--- config.mk ---
export PLATFORM = sky130hd
export DESIGN_NAME = llc_cmd_issuer
export DESIGN_NICKNAME = d
export VERILOG_FILES = /design/src/rtl/cache_define.sv /design/src/rtl/llc_cmd_issuer_fifo.sv /design/src/rtl/llc_cmd_issuer.sv
export SDC_FILE = /design/constraint.sdc
export NUM_CORES = 1
export LEC_CHECK = 0
export ABC_AREA = 1
export CELL_PAD_IN_SITES_DETAIL_PLACEMENT = 1
export CELL_PAD_IN_SITES_GLOBAL_PLACEMENT = 1
export CORE_UTILIZATION = 43
export CTS_CLUSTER_DIAMETER = 80
export CTS_CLUSTER_SIZE = 24
export DETAILED_ROUTE_END_ITERATION = 10
export MAX_ROUTING_LAYER = met4
export PLACE_DENSITY = 0.89
export SETUP_SLACK_MARGIN = 0.3
export SYNTH_ARGS = -nofsm -noshare
export SYNTH_HDL_FRONTEND = slang
export SYNTH_SLANG_ARGS = --single-unit
--- constraint.sdc ---
create_clock -name clk -period 4.6 [get_ports clk]
set_input_delay 1.38 -clock clk [delete_from_list [all_inputs] [get_ports clk]]
set_output_delay 1.38 -clock clk [all_outputs]
set_load 0.02 [all_outputs]
--- src/rtl/cache_define.sv ---
// Shared command codes, widths, trace record and FSM state
// for the LLC command issuer.
package cache_define;

  localparam int CMD_W  = 5;
  localparam int ADDR_W = 32;

  typedef enum logic [CMD_W-1:0] {
    CMD_READ     = 5'd0,
    CMD_WRITE    = 5'd1,
    CMD_IFETCH   = 5'd2,
    CMD_SNP_INV  = 5'd3,
    CMD_SNP_RD   = 5'd4,
    CMD_SNP_WR   = 5'd5,
    CMD_SNP_RWIM = 5'd6,
    CMD_CLEAR    = 5'd8,
    CMD_PRINT    = 5'd9
  } cmd_e;

  typedef enum logic [1:0] {
    ST_IDLE,
    ST_ISSUE,
    ST_WAIT_RSP,
    ST_PRINT
  } state_e;

  typedef enum logic [1:0] {
    CLS_ISSUE,
    CLS_PRINT,
    CLS_ERR
  } cmd_cls_e;

  typedef struct packed {
    logic [CMD_W-1:0]  cmd;
    logic [ADDR_W-1:0] addr;
  } trace_t;

  localparam int TRACE_W = $bits(trace_t);

  function automatic cmd_cls_e cmd_class(
    input logic [CMD_W-1:0] c
  );
    cmd_cls_e cls;
    unique case (1'b1)
      (c == CMD_PRINT):
        cls = CLS_PRINT;
      (c <= CMD_SNP_RWIM),
      (c == CMD_CLEAR):
        cls = CLS_ISSUE;
      default:
        cls = CLS_ERR;
    endcase
    return cls;
  endfunction

endpackage

--- src/rtl/llc_cmd_issuer_fifo.sv ---
// Trace FIFO: registered storage, wrap-bit pointers,
// no bypass; push and pop may share a cycle.
module llc_trace_fifo #(
  parameter int DEPTH = 8,
  parameter int W     = 37
) (
  input  logic         clk,
  input  logic         rst,
  input  logic         i_push,
  input  logic [W-1:0] i_wdata,
  input  logic         i_pop,
  output logic [W-1:0] o_rdata,
  output logic         o_full,
  output logic         o_empty
);

  localparam int AW = $clog2(DEPTH);

  logic [W-1:0] r_mem [DEPTH];
  logic [AW:0]  r_wptr;
  logic [AW:0]  r_rptr;
  logic         w_push;
  logic         w_pop;

  assign w_push = i_push && !o_full;
  assign w_pop  = i_pop && !o_empty;

  always_ff @(posedge clk) begin
    if (rst) begin
      r_wptr <= '0;
      r_rptr <= '0;
    end else begin
      if (w_push)
        r_wptr <= r_wptr + (AW+1)'(1);
      if (w_pop)
        r_rptr <= r_rptr + (AW+1)'(1);
    end
  end

  always_ff @(posedge clk) begin
    if (w_push)
      r_mem[r_wptr[AW-1:0]] <= i_wdata;
  end

  assign o_rdata = r_mem[r_rptr[AW-1:0]];
  assign o_empty = (r_wptr == r_rptr);
  assign o_full  = (r_wptr[AW] != r_rptr[AW])
                && (r_wptr[AW-1:0] == r_rptr[AW-1:0]);

endmodule

--- src/rtl/llc_cmd_issuer.sv ---
// LLC command issuer: drains the trace FIFO, issues requests,
// tracks hit/miss responses and keeps saturating statistics.
module llc_cmd_issuer
  import cache_define::*;
#(
  parameter int DEPTH   = 8,
  parameter int CNT_W   = 32,
  parameter int TIMEOUT = 64
) (
  input  logic              clk,
  input  logic              rst,
  input  logic              trace_valid,
  output logic              trace_ready,
  input  logic [CMD_W-1:0]  trace_cmd,
  input  logic [ADDR_W-1:0] trace_addr,
  output logic              req_valid,
  input  logic              req_ready,
  output logic [CMD_W-1:0]  req_cmd,
  output logic [ADDR_W-1:0] req_addr,
  input  logic              rsp_valid,
  input  logic              rsp_hit,
  output logic              stats_valid,
  output logic [CNT_W-1:0]  read_cnt,
  output logic [CNT_W-1:0]  write_cnt,
  output logic [CNT_W-1:0]  hit_cnt,
  output logic [CNT_W-1:0]  miss_cnt,
  output logic [CNT_W-1:0]  err_cnt,
  output logic              busy
);

  localparam int TW = $clog2(TIMEOUT);
  localparam logic [TW-1:0] TMO_MAX = TW'(TIMEOUT - 1);

  state_e              r_state;
  logic [CMD_W-1:0]    r_cmd;
  logic [ADDR_W-1:0]   r_addr;
  logic                r_req_valid;
  logic                r_stats_valid;
  logic [TW-1:0]       r_tmo;
  logic [CNT_W-1:0]    r_read_cnt;
  logic [CNT_W-1:0]    r_write_cnt;
  logic [CNT_W-1:0]    r_hit_cnt;
  logic [CNT_W-1:0]    r_miss_cnt;
  logic [CNT_W-1:0]    r_err_cnt;

  trace_t              w_wdata;
  trace_t              w_head;
  logic [TRACE_W-1:0]  w_rdata;
  logic                w_full;
  logic                w_empty;
  logic                w_pop;
  cmd_cls_e            w_cls;

  function automatic logic [CNT_W-1:0] sat_inc(
    input logic [CNT_W-1:0] v
  );
    return (&v) ? v : v + CNT_W'(1);
  endfunction

  assign w_wdata = '{cmd: trace_cmd, addr: trace_addr};
  assign w_head  = trace_t'(w_rdata);
  assign w_pop   = (r_state == ST_IDLE) && !w_empty;
  assign w_cls   = cmd_class(w_head.cmd);

  llc_trace_fifo #(
    .DEPTH (DEPTH),
    .W     (TRACE_W)
  ) u_fifo (
    .clk     (clk),
    .rst     (rst),
    .i_push  (trace_valid),
    .i_wdata (w_wdata),
    .i_pop   (w_pop),
    .o_rdata (w_rdata),
    .o_full  (w_full),
    .o_empty (w_empty)
  );

  always_ff @(posedge clk) begin
    if (rst) begin
      r_state       <= ST_IDLE;
      r_cmd         <= '0;
      r_addr        <= '0;
      r_req_valid   <= 1'b0;
      r_stats_valid <= 1'b0;
      r_tmo         <= '0;
      r_read_cnt    <= '0;
      r_write_cnt   <= '0;
      r_hit_cnt     <= '0;
      r_miss_cnt    <= '0;
      r_err_cnt     <= '0;
    end else begin
      r_stats_valid <= 1'b0;
      unique case (r_state)
        ST_IDLE: begin
          if (w_pop) begin
            r_cmd  <= w_head.cmd;
            r_addr <= w_head.addr;
            unique case (w_cls)
              CLS_ISSUE: begin
                r_state     <= ST_ISSUE;
                r_req_valid <= 1'b1;
              end
              CLS_PRINT: begin
                r_state       <= ST_PRINT;
                r_stats_valid <= 1'b1;
              end
              default:
                r_err_cnt <= sat_inc(r_err_cnt);
            endcase
          end
        end
        ST_ISSUE: begin
          if (req_ready) begin
            r_req_valid <= 1'b0;
            r_tmo       <= '0;
            r_state     <= ST_IDLE;
            case (r_cmd)
              CMD_READ,
              CMD_IFETCH: begin
                r_read_cnt <= sat_inc(r_read_cnt);
                r_state    <= ST_WAIT_RSP;
              end
              CMD_WRITE: begin
                r_write_cnt <= sat_inc(r_write_cnt);
                r_state     <= ST_WAIT_RSP;
              end
              CMD_CLEAR: begin
                r_read_cnt  <= '0;
                r_write_cnt <= '0;
                r_hit_cnt   <= '0;
                r_miss_cnt  <= '0;
                r_err_cnt   <= '0;
              end
              default: ;
            endcase
          end
        end
        ST_WAIT_RSP: begin
          // a response in the timeout cycle still counts as a response
          if (rsp_valid) begin
            if (rsp_hit)
              r_hit_cnt <= sat_inc(r_hit_cnt);
            else
              r_miss_cnt <= sat_inc(r_miss_cnt);
            r_state <= ST_IDLE;
          end else if (r_tmo == TMO_MAX) begin
            r_err_cnt <= sat_inc(r_err_cnt);
            r_state   <= ST_IDLE;
          end else begin
            r_tmo <= r_tmo + TW'(1);
          end
        end
        ST_PRINT:
          r_state <= ST_IDLE;
        default:
          r_state <= ST_IDLE;
      endcase
    end
  end

  assign trace_ready = !w_full;
  assign req_valid   = r_req_valid;
  assign req_cmd     = r_cmd;
  assign req_addr    = r_addr;
  assign stats_valid = r_stats_valid;
  assign read_cnt    = r_read_cnt;
  assign write_cnt   = r_write_cnt;
  assign hit_cnt     = r_hit_cnt;
  assign miss_cnt    = r_miss_cnt;
  assign err_cnt     = r_err_cnt;
  assign busy        = (r_state != ST_IDLE) || !w_empty;

endmodule

# ---- Yosys cells after proc, flatten, opt, wreduce, memory -nomap -nowiden
# Memory sizes are Yosys's and may differ from the RTL's. A register that Yosys moved wholly into a read port is not among the register bits.
# Index checks and enable logic that the tools add are counted.
dict set report totals {
  word_cells 131
  out_inout_bits 201
  memories 1
  inputBits 43
  reg_bits 215
  ramBits 296
}
# memory depth width rd rd_ports_with_merged_regs write_ports line_no
set memory_table {}
lappend memory_table {u_fifo.r_mem 8 37 1 1 1 llc_cmd_issuer_fifo.sv:19} ;# logic [W-1:0] r_mem [DEPTH];
dict set report op_classes {
  n_lt_le_gt_ge 1
  eq_ne 30
  bitwise_logic 2
  n_reduce_logical 35
  add_sub_neg 8
  mux 41
}
# op n
set op_table {}
lappend op_table {{$mux W32} 15}
lappend op_table {{$pmux W32 S2} 4}
lappend op_table {{$add A32 B1 Y32 const B} 5}
lappend op_table {{$reduce_and A32 Y1} 5}
lappend op_table {{$pmux W32 S3} 1}
lappend op_table {{$ne A2 B2 Y1 const B} 13}
lappend op_table {{$reduce_and A4 Y1} 5}
lappend op_table {{$mux W6} 3}
lappend op_table {{$eq A5 B4 Y1 const B} 3}
lappend op_table {{$pmux W6 S2} 1}
lappend op_table {{$reduce_and A6 Y1} 2}
lappend op_table {{$mux W2} 5}
lappend op_table {{$reduce_bool A2 Y1} 5}
lappend op_table {{$add A4 B1 Y4 const B} 2}
lappend op_table {{$pmux W2 S2} 2}
lappend op_table {{$pmux W2 S4} 1}
lappend op_table {{$reduce_and A7 Y1} 1}
lappend op_table {{$add A6 B1 Y6 const B} 1}
lappend op_table {{$eq A6 B6 Y1 const B} 1}
lappend op_table {{$mux W1} 6}
lappend op_table {{$mux W3} 2}
lappend op_table {{$reduce_or A2 Y1} 3}
lappend op_table {{$reduce_or A3 Y1} 2}
lappend op_table {{$eq A5 B1 Y1 const B} 1}
lappend op_table {{19 further kinds} 28}

# ---- Longest topological paths before layout
# Gate-level depths: netlist of the first run.
dict set report logic_depth {
  depth_word 8
  depth_mapped 18
  ltp_nobuf 16
}

# ---- Cells and area by module
# Synthesis of the first run repeated with hierarchy kept, for this count alone.
dict set report hier_totals {
  cells_unflattened 3090
  hier_area_um2 24626.1
}
# mod area_per_inst_um2 n_inst seq_area_each_um2 cells_each
set modules_own_cells {}
lappend modules_own_cells {llc_cmd_issuer 12450.7 1 4144.0 2080}
lappend modules_own_cells {llc_trace_fifo 12175.4 1 9108.7 1010}

# ---- Worst setup path before layout of the first run
# OpenSTA, ideal clock, no wires.
dict set report synth_path {
  path_kind {in2reg}
  start {in trace_valid}
  end {mem u_fifo.r_mem[7][0] (enable)}
  setup_time_ns 0.434
  t_required_ns 4.166
  t_arrival_ns 3.256
  setup_slack_ns 0.910
  n_path_buf 0
  stages 4
  path_cell_list {nand2_1 > nor2_1 > inv_1 > nor2_1}
}
dict set report synth_between {
  elab_chain_len 3
}
# element line_no
set synth_lines {}
lappend synth_lines {{start, declared} llc_cmd_issuer.sv:12} ;# input logic trace_valid,
lappend synth_lines {{$logic_and A1 B1 Y1} llc_cmd_issuer_fifo.sv:25} ;# assign w_push = i_push && !o_full;
lappend synth_lines {{$mux W1} llc_cmd_issuer_fifo.sv:41} ;# if (w_push)
lappend synth_lines {{$mux W1 (not written as such)} llc_cmd_issuer_fifo.sv:42} ;# r_mem[r_wptr[AW-1:0]] <= i_wdata;
lappend synth_lines {{end, declared} llc_cmd_issuer_fifo.sv:19}
# Every way passes these cells.

# ---- Worst setup path after layout of the first run
dict set report layout_path {
  start {reg u_fifo.r_rptr[0]}
  end {out busy}
}
dict set report layout_between {
  elab_chain_len 3
}
# element line_no
set layout_lines {}
lappend layout_lines {{start, declared} llc_cmd_issuer_fifo.sv:21} ;# logic [AW:0] r_rptr;
lappend layout_lines {{start signal, assigned} llc_cmd_issuer_fifo.sv:36} ;# r_rptr <= r_rptr + (AW+1)'(1);
lappend layout_lines {{$eq A4 B4 Y1} llc_cmd_issuer_fifo.sv:46} ;# assign o_empty = (r_wptr == r_rptr);
lappend layout_lines {{$logic_not A1 Y1} llc_cmd_issuer.sv:172} ;# assign busy = (r_state != ST_IDLE) || !w_empty;
lappend layout_lines {{$logic_or A1 B1 Y1} llc_cmd_issuer.sv:172}
lappend layout_lines {{end, declared} llc_cmd_issuer.sv:28} ;# output logic busy
# Every way passes these cells.

==> results of run 1 <==
## through the flow
stage | setup slack, ps | util | hold slack [ps]
finish | 888.6 | 0.5173 | 493.0
global route | 713.4 | 0.5173 | 514.6
CTS | 874.6 | 0.5171 | 490.6
detailed placement | 347.8 | 0.4952 | 477.6
global placement | 489.1 | 0.4952 | 462.1
floorplan | 910.2 | - | 442.6
## worst reg2reg max path, delay by kind of cell (launching register included)
kind,cells,cell delay [ps]
simple gates,13,1930
buf+inv,2,1140
flops,1,350
## sequential cells by signal (all words and copies together) (netlist names), 5 cells and up, named ones only
register and flops:
req_addr 32, r_tmo 6, hit_cnt 32, req_cmd 5, err_cnt 32, miss_cnt 32
write_cnt 32, u_fifo.r_mem 296, read_cnt 32
## metal layers
metal,routed length (um),share of wire,vias up
met1,30850,0.41,10400
met3,4149,0.055,130
met5,0,0,-
met2,38570,0.51,572
li1,-,-,9824
met4,2102,0.028,0
## worst paths after layout
kind | startpoint | to | depth (start not counted)
worst min register to register | u_fifo.r_rptr[3] | u_fifo.r_rptr[3] | 2
worst min-delay path | u_fifo.r_rptr[3] | u_fifo.r_rptr[3] | 2
worst max-delay path | u_fifo.r_rptr[0] | busy | 5
worst max register to register | flip-flop | err_cnt[24] | 15
## layout make-up
class	count	area share
diodes	4	0.0003568
clock buffers	50	0.03470
clock inverters	13	0.007626
inverters	166	0.02225
multi-input cells	1971	0.3353
flip-flops and latches	514	0.4725
well taps	696	0.03104
repair buffers	274	0.09615
## layout by cell type, fill, tap and decap left out, types with 2 or more instances in the layout
master and instances:
a211oi_1 4, a21oi_1 179, a21oi_2 21, a31oi_1 34
buf_12 3, buf_4 28, bufinv_16 3, clkbuf_1 12
clkbuf_16 36, clkbuf_8 2, clkdlybuf4s50_1 242, clkinv_8 3
dfxtp_1 216, diode_2 4, edfxtp_1 296, ha_1 8
inv_1 156, inv_2 9, inv_6 5, nand2_1 597
nand2_2 6, nand2_4 2, nand3_1 152, nand3b_1 7
nand4_1 55, nor2_1 428, nor2_2 2, nor2_4 12
nor3_1 76, nor3b_1 6, nor4_1 28, o211ai_1 2
o21ai_0 217, o21ai_1 10, o21bai_1 2, o22ai_1 33
or2_2 11, xnor2_1 31, xor2_1 38
## power by group through the flow
stage                     registers, uW  clock network (uW)  logic, uW
after floorplan                    5730                   0       2750
after global placement             5570                   0       4040
after detailed placement           5590                   0       4300
after CTS                          5490                3500       4350
after global routing               5530                3640       4770
final                              5490                3420       4340
## cells by family after synthesis
family,Yosys count,share of synthesized area
buf+inv,294,0.05173
simple gates,1388,0.2477
xor+xnor,69,0.02536
fa+ha+maj,8,0.004201
flops,514,0.5562
compound gates,506,0.1148
==> impl_metrics.prom, run 1 <==
# TYPE chip_impl_metric gauge
chip_impl_metric{name="power.combinational.fraction",unit=""} 0.327
chip_impl_metric{name="count_of_hold_fix_buffers_inserted_at_cts",unit=""} 0
chip_impl_metric{name="cts_resizes",unit=""} 0
chip_impl_metric{name="timing.final.max_slew_violations",unit=""} 0
chip_impl_metric{name="internal_power",unit="uW"} 8308
chip_impl_metric{name="async_reset_ff_frac",unit=""} 0
chip_impl_metric{name="synth_cells",unit=""} 2779
chip_impl_metric{name="synth_area_per_cell",unit="sq um"} 8.573
chip_impl_metric{name="route.detailed.drc",unit=""} 0
chip_impl_metric{name="number_of_global_route_vias_before_repair",unit=""} 21960
chip_impl_info{name="cp_cell_sequence",value="xnor2_1 > nand2_1 > nor2_1 > nand3_1 > clkdlybuf4s50_1"} 1
chip_impl_metric{name="mappedNetlistArea",unit="sq mm"} 0.02383
chip_impl_metric{name="fin_setup_tns",unit="ps"} 0
chip_impl_metric{name="required",unit="ps"} 3220
chip_impl_metric{name="fin_worst_skew",unit="ps"} 38.36
chip_impl_metric{name="fp-row-count",unit=""} 85
chip_impl_metric{name="drt_first_iter_violations",unit=""} 1414
chip_impl_metric{name="die-area",unit="sq mm"} 0.05635
chip_impl_metric{name="numPlacedInstances",unit=""} 3621
chip_impl_metric{name="fin_total_pwr",unit="uW"} 13260
chip_impl_info{name="outcome",value="complete, no violations"} 1
chip_impl_metric{name="drv.max_cap_violation_count",unit=""} 0
chip_impl_metric{name="multi_input_area",unit="sq mm"} 0.009408
chip_impl_metric{name="clock_sinks",unit=""} 514
chip_impl_info{name="cts_tree",value="yes"} 1
chip_impl_metric{name="switching_share",unit=""} 0.3733
chip_impl_metric{name="floorplan.initialDensity",unit=""} 0.4393
chip_impl_metric{name="cp_slowest_stage_delay",unit="ps"} 620
chip_impl_metric{name="total_number_of_h_tree_levels",unit=""} 2
chip_impl_metric{name="avgViaCountPerCell",unit=""} 5.675
chip_impl_metric{name="detailroute.via_count",unit=""} 20930
chip_impl_metric{name="synth-warning-count",unit=""} 0
chip_impl_metric{name="final_design_area_no_fill",unit="sq mm"} 0.02806
chip_impl_metric{name="switching_power",unit="uW"} 4950
chip_impl_metric{name="final_net_count",unit=""} 3013
chip_impl_metric{name="critPathBufInv",unit=""} 1
chip_impl_metric{name="postRouteWirelength",unit="um"} 75670
chip_impl_metric{name="post_cts.repair.setup_buffers",unit=""} 0
chip_impl_metric{name="first_pass_iters",unit=""} 5
chip_impl_metric{name="core-area",unit="sq mm"} 0.05424
chip_impl_info{name="yosys_top_cell_by_area",value="edfxtp_1"} 1
chip_impl_info{name="worstSetupEndpointType",value="primary output"} 1
chip_impl_metric{name="detail-route-antenna-nets",unit=""} 0
chip_impl_metric{name="drive_gt1_frac",unit=""} 0.05221
chip_impl_metric{name="place.gp.congestion",unit=""} 0.9247
chip_impl_info{name="yosys-top-cells-area",value="edfxtp_1, dfxtp_1, nand2_1, nor2_1, o21ai_0"} 1
chip_impl_metric{name="cellLeakagePower",unit="uW"} 0.009333
chip_impl_info{name="gr-max-usage-layer",value="met2"} 1
chip_impl_info{name="min_path_type",value="flip-flop to flip-flop"} 1
chip_impl_metric{name="synth_enable_flop_cells",unit=""} 296
chip_impl_metric{name="timing.final.crit_period",unit="ps"} 3711
chip_impl_metric{name="io-pin-count",unit=""} 244
chip_impl_info{name="yosysMostFrequentCell",value="nand2_1"} 1
chip_impl_metric{name="crit_arrival",unit="ps"} 2330
chip_impl_metric{name="synth.top_cell.area_share",unit=""} 0.3731
chip_impl_metric{name="power_per_cell_area",unit="mW/mm^2"} 472.5
chip_impl_metric{name="global_route_wire_length_before_repair",unit="um"} 119100
chip_impl_info{name="cp_top_family",value="buffers and inverters"} 1
chip_impl_metric{name="synthDistinctLibCells",unit=""} 46
chip_impl_info{name="cp_max_stage_cell",value="clkdlybuf4s50_1"} 1
chip_impl_metric{name="layout.cells.non_filler",unit=""} 3688
chip_impl_metric{name="vdd_drop_max",unit="mV"} 0.3327
chip_impl_metric{name="reg2reg_slack",unit="ps"} 1090
chip_impl_metric{name="met1_track_demand_over_resource_in_global_routing",unit=""} 0.3189
chip_impl_metric{name="use_met2",unit=""} 0.4777
chip_impl_metric{name="power.share.sequential",unit=""} 0.414
chip_impl_metric{name="number_of_buffers_added_on_ports",unit=""} 243
chip_impl_metric{name="timing.final.hold_violations",unit=""} 0
chip_impl_info{name="synth.top_cells.by_count",value="nand2_1, nor2_1, edfxtp_1, dfxtp_1, o21ai_0"} 1
chip_impl_info{name="setup.worst_path.class",value="flip-flop to primary output"} 1
chip_impl_metric{name="maxSlewHeadroom",unit=""} 0.1874
chip_impl_info{name="grt_setup_unrepaired",value="no"} 1
chip_impl_metric{name="crit_path_max_fanout",unit=""} 6
chip_impl_metric{name="layout.area.seq",unit="sq mm"} 0.01326
chip_impl_metric{name="grt_start_max_net_pins",unit=""} 109
chip_impl_metric{name="area.growth.synth_to_final",unit="%"} 17.76
chip_impl_info{name="yosys_most_used_dff",value="edfxtp_1"} 1
chip_impl_metric{name="total_routing_resource_utilization_after_global_routing",unit=""} 0.2737
chip_impl_metric{name="die_width",unit="um"} 237.4
chip_impl_metric{name="cts_buffer_depth",unit=""} 3
chip_impl_metric{name="grt-ovfl-total",unit=""} 0
chip_impl_metric{name="dp_hpwl",unit="um"} 49780
chip_impl_metric{name="synth_nets",unit=""} 2830
chip_impl_info{name="root_driver",value="clkbuf_16"} 1
chip_impl_metric{name="synth-seq-cells",unit=""} 514
chip_impl_metric{name="max_clock_freq",unit="GHz"} 0.2694
chip_impl_metric{name="die_h",unit="um"} 237.4
chip_impl_metric{name="gr-usage-met3",unit=""} 0.04692
chip_impl_metric{name="wl_per_cell",unit="um"} 20.52
chip_impl_metric{name="cts.reportedPaths.clkPinSlew",unit="ps"} 100
chip_impl_metric{name="number_of_antenna_violations_at_the_first_check_in_global_routing",unit=""} 4
chip_impl_metric{name="placed_area",unit="sq mm"} 0.02686
chip_impl_metric{name="cts_buffers",unit=""} 35
chip_impl_metric{name="post-route-period-util",unit=""} 0.8068
chip_impl_metric{name="filler_cell_count",unit=""} 6363
chip_impl_info{name="kind_of_start_point_of_the_critical_path",value="flip-flop"} 1
chip_impl_metric{name="clock_insertion_delay_worst_skew",unit="ps"} 600
chip_impl_metric{name="timing.final.setup_violations",unit=""} 0
chip_impl_metric{name="seq_area_frac_synth",unit=""} 0.5562
chip_impl_metric{name="clock_power_share",unit=""} 0.258
chip_impl_metric{name="timing_worst_slew_pin_value",unit="ps"} 1219
Power figures use the tool's default switching activity.
==> inputs of run 2 (changes only) <==
==> constraint.sdc (replaced) <==
create_clock -name clk -period 3.5 [get_ports clk]
set_input_delay 1.05 -clock clk [delete_from_list [all_inputs] [get_ports clk]]
set_output_delay 1.05 -clock clk [all_outputs]
set_load 0.02 [all_outputs]
==> run 2 against run 1 <==
- global-route usage increased by 0.52 points
- largest cell class unchanged
- sequential power increased by 31%
- via count about the same
- critical endpoint unchanged
- core utilization increased by 0.34 points
- setup slack got worse by 490 ps
- worst hold slack got worse by 6.3 ps
==> impl_metrics.prom, run 2 (synthesis gave the netlist of run 1 again) <==
# TYPE chip_impl_metric gauge
chip_impl_info{name="kind_of_start_point_of_the_critical_path",value="flip-flop"} 1
chip_impl_metric{name="met1_track_demand_over_resource_in_global_routing",unit=""} 0.3280
chip_impl_metric{name="maxSlewHeadroom",unit=""} 0.2868
chip_impl_metric{name="post-route-worst-setup-slack",unit="ps"} 394.6
chip_impl_info{name="cts_tree",value="yes"} 1
chip_impl_metric{name="timing.final.hold_violations",unit=""} 0
chip_impl_metric{name="drt_first_iter_violations",unit=""} 1473
chip_impl_metric{name="timing.final.crit_period",unit="ps"} 3105
chip_impl_metric{name="total_number_of_h_tree_levels",unit=""} 2
chip_impl_metric{name="core-area",unit="sq mm"} 0.05424
chip_impl_metric{name="use_met2",unit=""} 0.4850
chip_impl_metric{name="cts_buffer_depth",unit=""} 3
chip_impl_metric{name="timing.final.max_slew_violations",unit=""} 0
chip_impl_metric{name="wl_per_cell",unit="um"} 20.80
chip_impl_metric{name="dp_hpwl",unit="um"} 51880
chip_impl_metric{name="drv.max_cap_violation_count",unit=""} 0
chip_impl_metric{name="clock_sinks",unit=""} 514
chip_impl_metric{name="filler_cell_count",unit=""} 6334
chip_impl_metric{name="floorplan.initialDensity",unit=""} 0.4393
chip_impl_metric{name="power_per_cell_area",unit="mW/mm^2"} 616.0
chip_impl_metric{name="route.detailed.drc",unit=""} 0
chip_impl_metric{name="max_clock_freq",unit="GHz"} 0.3220
chip_impl_metric{name="fin_setup_tns",unit="ps"} 0
chip_impl_info{name="cp_cell_sequence",value="xnor2_1 > nand2_1 > nor2_2 > nand3_1 > dlygate4sd2_1"} 1
chip_impl_metric{name="detailedPlace.worstSlack",unit="ps"} 234.4
chip_impl_info{name="setup.worst_path.class",value="flip-flop to primary output"} 1
chip_impl_metric{name="detailroute.via_count",unit=""} 20920
chip_impl_metric{name="first_pass_iters",unit=""} 5
chip_impl_metric{name="die_h",unit="um"} 237.4
chip_impl_metric{name="crit_path_max_fanout",unit=""} 5
chip_impl_metric{name="crit_arrival",unit="ps"} 2060
chip_impl_metric{name="io-pin-count",unit=""} 244
chip_impl_metric{name="postRouteWirelength",unit="um"} 76960
chip_impl_metric{name="final_net_count",unit=""} 3024
chip_impl_metric{name="count_of_hold_fix_buffers_inserted_at_cts",unit=""} 0
chip_impl_metric{name="gr-usage-met3",unit=""} 0.03983
chip_impl_metric{name="drive_gt1_frac",unit=""} 0.05702
chip_impl_metric{name="die-area",unit="sq mm"} 0.05635
chip_impl_metric{name="die_width",unit="um"} 237.4
chip_impl_metric{name="detail-route-antenna-nets",unit=""} 0
chip_impl_metric{name="vdd_drop_max",unit="mV"} 0.7277
chip_impl_metric{name="number_of_antenna_violations_at_the_first_check_in_global_routing",unit=""} 5
chip_impl_metric{name="clock_insertion_delay_worst_skew",unit="ps"} 600
chip_impl_metric{name="avgViaCountPerCell",unit=""} 5.654
chip_impl_metric{name="largest_register_ff_count",unit=""} 296
chip_impl_info{name="grt_setup_unrepaired",value="yes"} 1
chip_impl_metric{name="grt-ovfl-total",unit=""} 0
chip_impl_info{name="outcome",value="complete, no violations"} 1
chip_impl_metric{name="cp_slowest_stage_delay",unit="ps"} 450
chip_impl_metric{name="timing.final.setup_violations",unit=""} 0
chip_impl_metric{name="total_routing_resource_utilization_after_global_routing",unit=""} 0.2789
chip_impl_metric{name="final_design_area_no_fill",unit="sq mm"} 0.02824
chip_impl_metric{name="timing_worst_slew_pin_value",unit="ps"} 1069
chip_impl_metric{name="global_route_wire_length_before_repair",unit="um"} 120900
chip_impl_info{name="final_cell_mix",value="nand2_1, nor2_1, edfxtp_1, clkdlybuf4s50_1, o21ai_0"} 1
chip_impl_metric{name="number_of_buffers_added_on_ports",unit=""} 243
chip_impl_metric{name="cts.reportedPaths.clkPinSlew",unit="ps"} 100
chip_impl_info{name="cp_max_stage_cell",value="dfxtp_1"} 1
chip_impl_metric{name="fin_worst_skew",unit="ps"} 46.62
chip_impl_metric{name="cellLeakagePower",unit="uW"} 0.009403
chip_impl_info{name="gr-max-usage-layer",value="met2"} 1
chip_impl_metric{name="grt_start_max_net_pins",unit=""} 97
chip_impl_metric{name="layout.area.seq",unit="sq mm"} 0.01326
chip_impl_metric{name="cts_buffers",unit=""} 34
chip_impl_metric{name="area.growth.synth_to_final",unit="%"} 18.53
chip_impl_metric{name="number_of_global_route_vias_before_repair",unit=""} 21990
chip_impl_metric{name="post-route-period-util",unit=""} 0.8873
chip_impl_info{name="min_path_type",value="flip-flop to flip-flop"} 1
chip_impl_metric{name="placed_area",unit="sq mm"} 0.02706
chip_impl_info{name="layout_commonest_cell",value="nand2_1"} 1
chip_impl_info{name="root_driver",value="clkbuf_16"} 1
chip_impl_metric{name="multi_input_area",unit="sq mm"} 0.009410
chip_impl_metric{name="required",unit="ps"} 2450
chip_impl_metric{name="fin_total_pwr",unit="uW"} 17400
chip_impl_metric{name="place.gp.congestion",unit=""} 0.9148
chip_impl_metric{name="whs",unit="ps"} 486.7
chip_impl_metric{name="fp-row-count",unit=""} 85
chip_impl_info{name="worstSetupEndpointType",value="primary output"} 1
-- run 2: where the power goes --
part	leakage [uW]	internal [uW]	switching, uW
clock network	0.000557	2030	2340
registers	0.00446	6800	408
logic	0.00438	1930	3890
total	0.00940	10800	6630
-- run 2: final timing paths --
path | slack [ps] | from | to | depth (start not counted)
max reg2reg | 650 | flip-flop | err_cnt[14] | 15
min reg2reg | 490 | u_fifo.r_rptr[3] | u_fifo.r_rptr[3] | 2
min | 490 | u_fifo.r_rptr[3] | u_fifo.r_rptr[3] | 2
max | 390 | u_fifo.r_wptr[1] | busy | 5
-- run 2: metrics by stage --
stage                     instances    util
after global routing           3700  0.5206
after global placement         3633  0.4989
after detailed placement       3633  0.4989
after floorplan                2779       -
after CTS                      3695  0.5204
final                          3700  0.5206
-- run 2: repair_timing --
action | 4_1_cts | 5_1_grt
gates resized for setup | 3 | 2
buffers inserted | 0 | 0
endpoints found under the setup margin | 2 | 2
-- run 2: final cells by class --
cell class,count,share of cell area
Multi-Input combinational cell,1971,0.3332
Clock inverter,17,0.009260
Sequential cell,514,0.4695
Inverter,166,0.02215
Clock buffer,45,0.03195
Tap cell,696,0.03084
Antenna cell,5,0.0004431
Timing Repair Buffer,286,0.1026
-- run 2: layer usage --
metal	share of wire	vias to the layer above
met5	0	-
met4	0.028	0
met3	0.045	130
met2	0.51	506
met1	0.42	10450
li1	-	9834
-- run 2: critical path, delay by kind of cell, from the launching register on --
family	cells	cell delay [ps]
xor+xnor	1	150
buf+inv	1	390
flops	1	450
simple gates	3	460
